[src/rtl/machina_pkg.sv]
// Shared widths and handshake convention for the machina datapath blocks.
// Handshake: a transfer happens in a cycle where stb & rdy are both high.
// Framing: a vector is a contiguous run of asserted stb; the first stb-low
// cycle marks the end of the vector.
package machina_pkg;

  localparam int unsigned DEF_ARGW  = 16;
  localparam int unsigned DEF_WGTW  = 16;
  localparam int unsigned DEF_RESW  = 32;
  localparam int unsigned DEF_ADDRW = 6;

endpackage

[src/rtl/weight_ram.sv]
// Synchronous RAM with one write port and one registered read port.
module weight_ram
  import machina_pkg::*;
#(
  parameter int unsigned WIDTH = DEF_WGTW,
  parameter int unsigned AW    = DEF_ADDRW
) (
  input  logic             clk,
  input  logic             wr_en,
  input  logic [AW-1:0]    wr_adr,
  input  logic [WIDTH-1:0] wr_dat,
  input  logic             rd_en,
  input  logic [AW-1:0]    rd_adr,
  output logic [WIDTH-1:0] rd_dat
);

  localparam int unsigned DEPTH = 2 ** AW;

  logic [WIDTH-1:0] mem [DEPTH];

  // Write port and registered read port; contents are never cleared.
  always_ff @(posedge clk) begin
    if (wr_en) begin
      mem[wr_adr] <= wr_dat;
    end
    if (rd_en) begin
      rd_dat <= mem[rd_adr];
    end
  end

endmodule

[src/rtl/weight_multiply.sv]
// Multiplies each element of an input vector by a per-position signed weight
// and streams the full-width signed products to the accumulate stage.
module weight_multiply
  import machina_pkg::*;
#(
  parameter int unsigned ARGW  = DEF_ARGW,
  parameter int unsigned WGTW  = DEF_WGTW,
  parameter int unsigned RESW  = DEF_RESW,
  parameter int unsigned ADDRW = DEF_ADDRW
) (
  input  logic             clk,
  input  logic             rst,
  input  logic             arg_stb,
  input  logic [ARGW-1:0]  arg_dat,
  output logic             arg_rdy,
  output logic             res_stb,
  output logic [RESW-1:0]  res_dat,
  input  logic             res_rdy,
  input  logic             wgt_stb,
  input  logic [ADDRW-1:0] wgt_adr,
  input  logic [WGTW-1:0]  wgt_dat,
  output logic             wgt_rdy
);

  logic                         en;
  logic                         v0;
  logic [ADDRW-1:0]             idx;
  logic signed [ARGW-1:0]       arg_reg;
  logic [WGTW-1:0]              wgt_rd;
  logic signed [ARGW+WGTW-1:0]  prod;
  logic                         wgt_we;

  // Stalls freeze the whole pipeline so a vector never gets a mid-run bubble.
  assign en      = ~res_stb | res_rdy;
  assign arg_rdy = en;

  // Weight writes only while nothing is in flight, so no read/write conflict.
  assign wgt_rdy = ~arg_stb & ~v0 & ~res_stb;
  assign wgt_we  = wgt_stb & wgt_rdy;

  // Full-precision signed product; RESW >= ARGW+WGTW keeps the extreme case exact.
  assign prod = $signed(arg_reg) * $signed(wgt_rd);

  weight_ram #(
    .WIDTH (WGTW),
    .AW    (ADDRW)
  ) u_weight_ram (
    .clk    (clk),
    .wr_en  (wgt_we),
    .wr_adr (wgt_adr),
    .wr_dat (wgt_dat),
    .rd_en  (en),
    .rd_adr (idx),
    .rd_dat (wgt_rd)
  );

  // Element index: restarts on every stb-low cycle, wraps modulo RAM depth.
  always_ff @(posedge clk) begin
    if (rst) begin
      idx <= '0;
    end else if (!arg_stb) begin
      idx <= '0;
    end else if (en) begin
      idx <= idx + ADDRW'(1);
    end
  end

  // Stage 0: capture the element alongside the weight read.
  always_ff @(posedge clk) begin
    if (rst) begin
      v0      <= 1'b0;
      arg_reg <= '0;
    end else if (en) begin
      v0 <= arg_stb;
      if (arg_stb) begin
        arg_reg <= arg_dat;
      end
    end
  end

  // Stage 1: register the sign-extended product and its valid.
  always_ff @(posedge clk) begin
    if (rst) begin
      res_stb <= 1'b0;
      res_dat <= '0;
    end else if (en) begin
      res_stb <= v0;
      res_dat <= RESW'(prod);
    end
  end

endmodule

[config.mk]
export PLATFORM = sky130hd
export DESIGN_NAME = weight_multiply
export DESIGN_NICKNAME = d
export VERILOG_FILES = /design/src/rtl/machina_pkg.sv /design/src/rtl/weight_ram.sv /design/src/rtl/weight_multiply.sv
export SDC_FILE = /design/constraint.sdc
export NUM_CORES = 2
export LEC_CHECK = 0
export CORE_ASPECT_RATIO = 0.75
export CORE_MARGIN = 2
export CORE_UTILIZATION = 60
export CTS_BUF_LIST = sky130_fd_sc_hd__clkbuf_8
export DETAILED_ROUTE_END_ITERATION = 7
export MAX_ROUTING_LAYER = met4
export PLACE_DENSITY_LB_ADDON = 0.08
export SYNTH_ARGS = -nofsm -noshare
export SYNTH_HDL_FRONTEND = slang
export SYNTH_SLANG_ARGS = --single-unit
[constraint.sdc]
create_clock -name clk -period 17.5 [get_ports clk]
set_input_delay 4.375 -clock clk [delete_from_list [all_inputs] [get_ports clk]]
set_output_delay 4.375 -clock clk [all_outputs]
set_load 0.01 [all_outputs]
==> metrics.txt <==
Worst EP required 13.12 ns; post-layout min period 10.75 ns; CTS-repair resized insts 0; Final ANT Viol Nets 0; max_cap viols 0; cts bufs inserted 161; Hold Violations, Final 0; initial core utilization 0.6077; Worst slew margin 0.1932; pwr/cell area 111.5 nW/um^2; die width 341.6 um; Tot Pwr 6286 uW; DRC Markers 0; antenna violations before repair 6; Post-Synthesis Cells 2,858; # setup viols final 0; WS Path Type input port to output port; share of cells above drive strength 1 0.2019; routed vias/inst 6.158; core box area 84,380 um^2; Setup crit start kind input port; Top Registers u_weight_ram.mem x1024, res_dat x32; Total GRT Usage 0.2799; Worst-Margin Slew 1.209 ns; Cell Area, Synth 51,280 um^2; Leak 0.01972 uW; post-DP HPWL 73.52 mm; Hold Path Class register to register; wirelength, routed 114.5 mm; asr flop ratio synth 0; RSZ-0062 raised after global routing no; Final period util 0.6145; number of global-route vias before repair 26,813; die area 87,840 um^2; sequential area share after synthesis 0.6309; Synth cell types 49; CP max FO 47; I/O Pins 78; f_max 0.09299 GHz; largest net degree at the start of global routing 150; Mapped Nets 3,246; vias 26,573; worst-skew pair later-pin latency 0.81 ns; row cnt 92; die height 257.2 um; Most flops, register u_weight_ram.mem; first-pass GRT wire length 172.4 mm; data arrival time of the worst path 6.38 ns; Syn-to-layout area delta 9.921%; post-DR wirelength/cell 26.54 um; highest-count cells in the layout ignoring fill and taps 1,040 x edfxtp_1, 352 x inv_1, 336 x mux4_2; utilization after layout 0.6680; skew final 0.03710 ns; Mean Syn Cell Area 17.94 um^2; Root Driver clkbuf_8; status complete, no violations; Final Max Tran Viols 0; I/O Buffers 77; IR drop worst, VDD 0.09635 mV; maximum clock insertion buffer count 3; Reg clk slew, reported paths 0.06 ns; Setup Buffers After CTS 0; Synth Warn # 0; CTS sink cnt 1,096; NumNets Final 3,448; CTS tree done; EDFF count, synth 1,040; Initial DRC Count 3,309; most common cell after layout, fill and taps aside edfxtp_1; GP Congestion 0.8345; post-synthesis sequential element count 1,096; top_reg_cell synth edfxtp_1; Pre-antenna DRT Iters 5; crit end category output port; aggregate global routing overflow 0; Post-Route Setup TNS 0 ns; CTS Hold Bufs 0; CTS H-tree depth 4; max reg flops 1,024
-- path summary, 6_finish.rpt --
path | start | endpoint | slack (ns) | cells after the start
max reg2reg | u_weight_ram.rd_dat[15] | res_dat[30] | 10.22 | 19
min | res_dat[1] | res_dat[1] | 0.45 | 2
max | res_rdy | arg_rdy | 6.75 | 6
min reg2reg | res_dat[1] | res_dat[1] | 0.45 | 2
-- cells in the mapped netlist (all sizes together), types with 2 or more instances --
master	count	area, um^2
edfxtp	1040	31230
mux4	336	7567
inv	284	1066
fa	262	5245
nand2	221	829.6
and2	120	750.7
nor2	101	379.1
clkbuf	93	349.1
ha	83	1039
a21oi	63	315.3
dfxtp	56	1121
buf	38	222.7
xnor2	23	201.4
o21ai	15	75.07
nand3b	10	75.07
nand2b	9	56.30
nand3	9	45.04
or3	9	56.30
a21o	7	52.55
nor3	7	35.03
o211ai	7	52.55
xor2	7	61.31
a211oi	6	45.04
or3b	6	52.55
and3	5	31.28
a211o	4	35.03
nand4	4	25.02
nor2b	4	25.02
o21a	4	30.03
a221oi	3	26.28
o211a	3	30.03
a21boi	2	15.01
a31o	2	17.52
a31oi	2	12.51
o21bai	2	15.01
o31ai	2	15.01
or2	2	12.51
-- worst max-delay path, stage by stage --
cell and delay, ns:
clkdlybuf4s50_1 0.51, nor2b_4 0.05, buf_4 0.20, inv_2 0.06, buf_4 0.48, clkdlybuf4s50_1 0.66
-- per-stage QoR --
| stage | instance area (um^2) | setup WS [ns] | hold slack [ns] | cells |
|---|---|---|---|---|
| after floorplan | 51280 | 7.577 | 0.4504 | 2858 |
| after global routing | 56360 | 6.649 | 0.4782 | 4313 |
| after global placement | 53530 | 6.772 | 0.4406 | 4024 |
| final | 56370 | 6.747 | 0.4537 | 4315 |
| after detailed placement | 53530 | 6.754 | 0.4451 | 4024 |
| after CTS | 56340 | 6.744 | 0.4550 | 4311 |
-- metal layers --
metal  vias to the layer above  share of wire  global-route usage  wire length [um]
li1                      11104              -                   -                 -
met1                     14028           0.45              0.4585             51870
met2                      1338           0.42              0.3611             47910
met3                       103           0.12             0.06981             13370
met4                         0          0.012             0.04944              1364
met5                         -              0                   -                 0
-- cell families (layout without fill, tap and decap cells) --
logic type / Yosys count / count (layout) / synth area share
compound gates: 128 / 128 / 0.01549
fa+ha+maj: 345 / 345 / 0.1225
buf+inv: 415 / 741 / 0.03194
flops: 1096 / 1096 / 0.6309
mux: 336 / 336 / 0.1476
simple gates: 508 / 508 / 0.04643
other cells: 0 / 3 / 0
xor+xnor: 30 / 30 / 0.005124
-- power breakdown --
group,total (uW),internal (uW),switching (uW)
Sequential,2960,2910,53.4
Combinational,1500,644,853
Clock,1830,873,953
Total,6290,4430,1860
-- final cells by class --
type	count	area, um^2
flip-flops and latches	1096	32370
fillers	5629	28010
multi-input cells	1347	17300
clock buffers	163	2243
well taps	1128	1411
repair buffers	170	1409
inverters	284	1066
clock inverters	124	565.5
diodes	3	7.507
No activity file was read; power rests on OpenSTA's default activity.
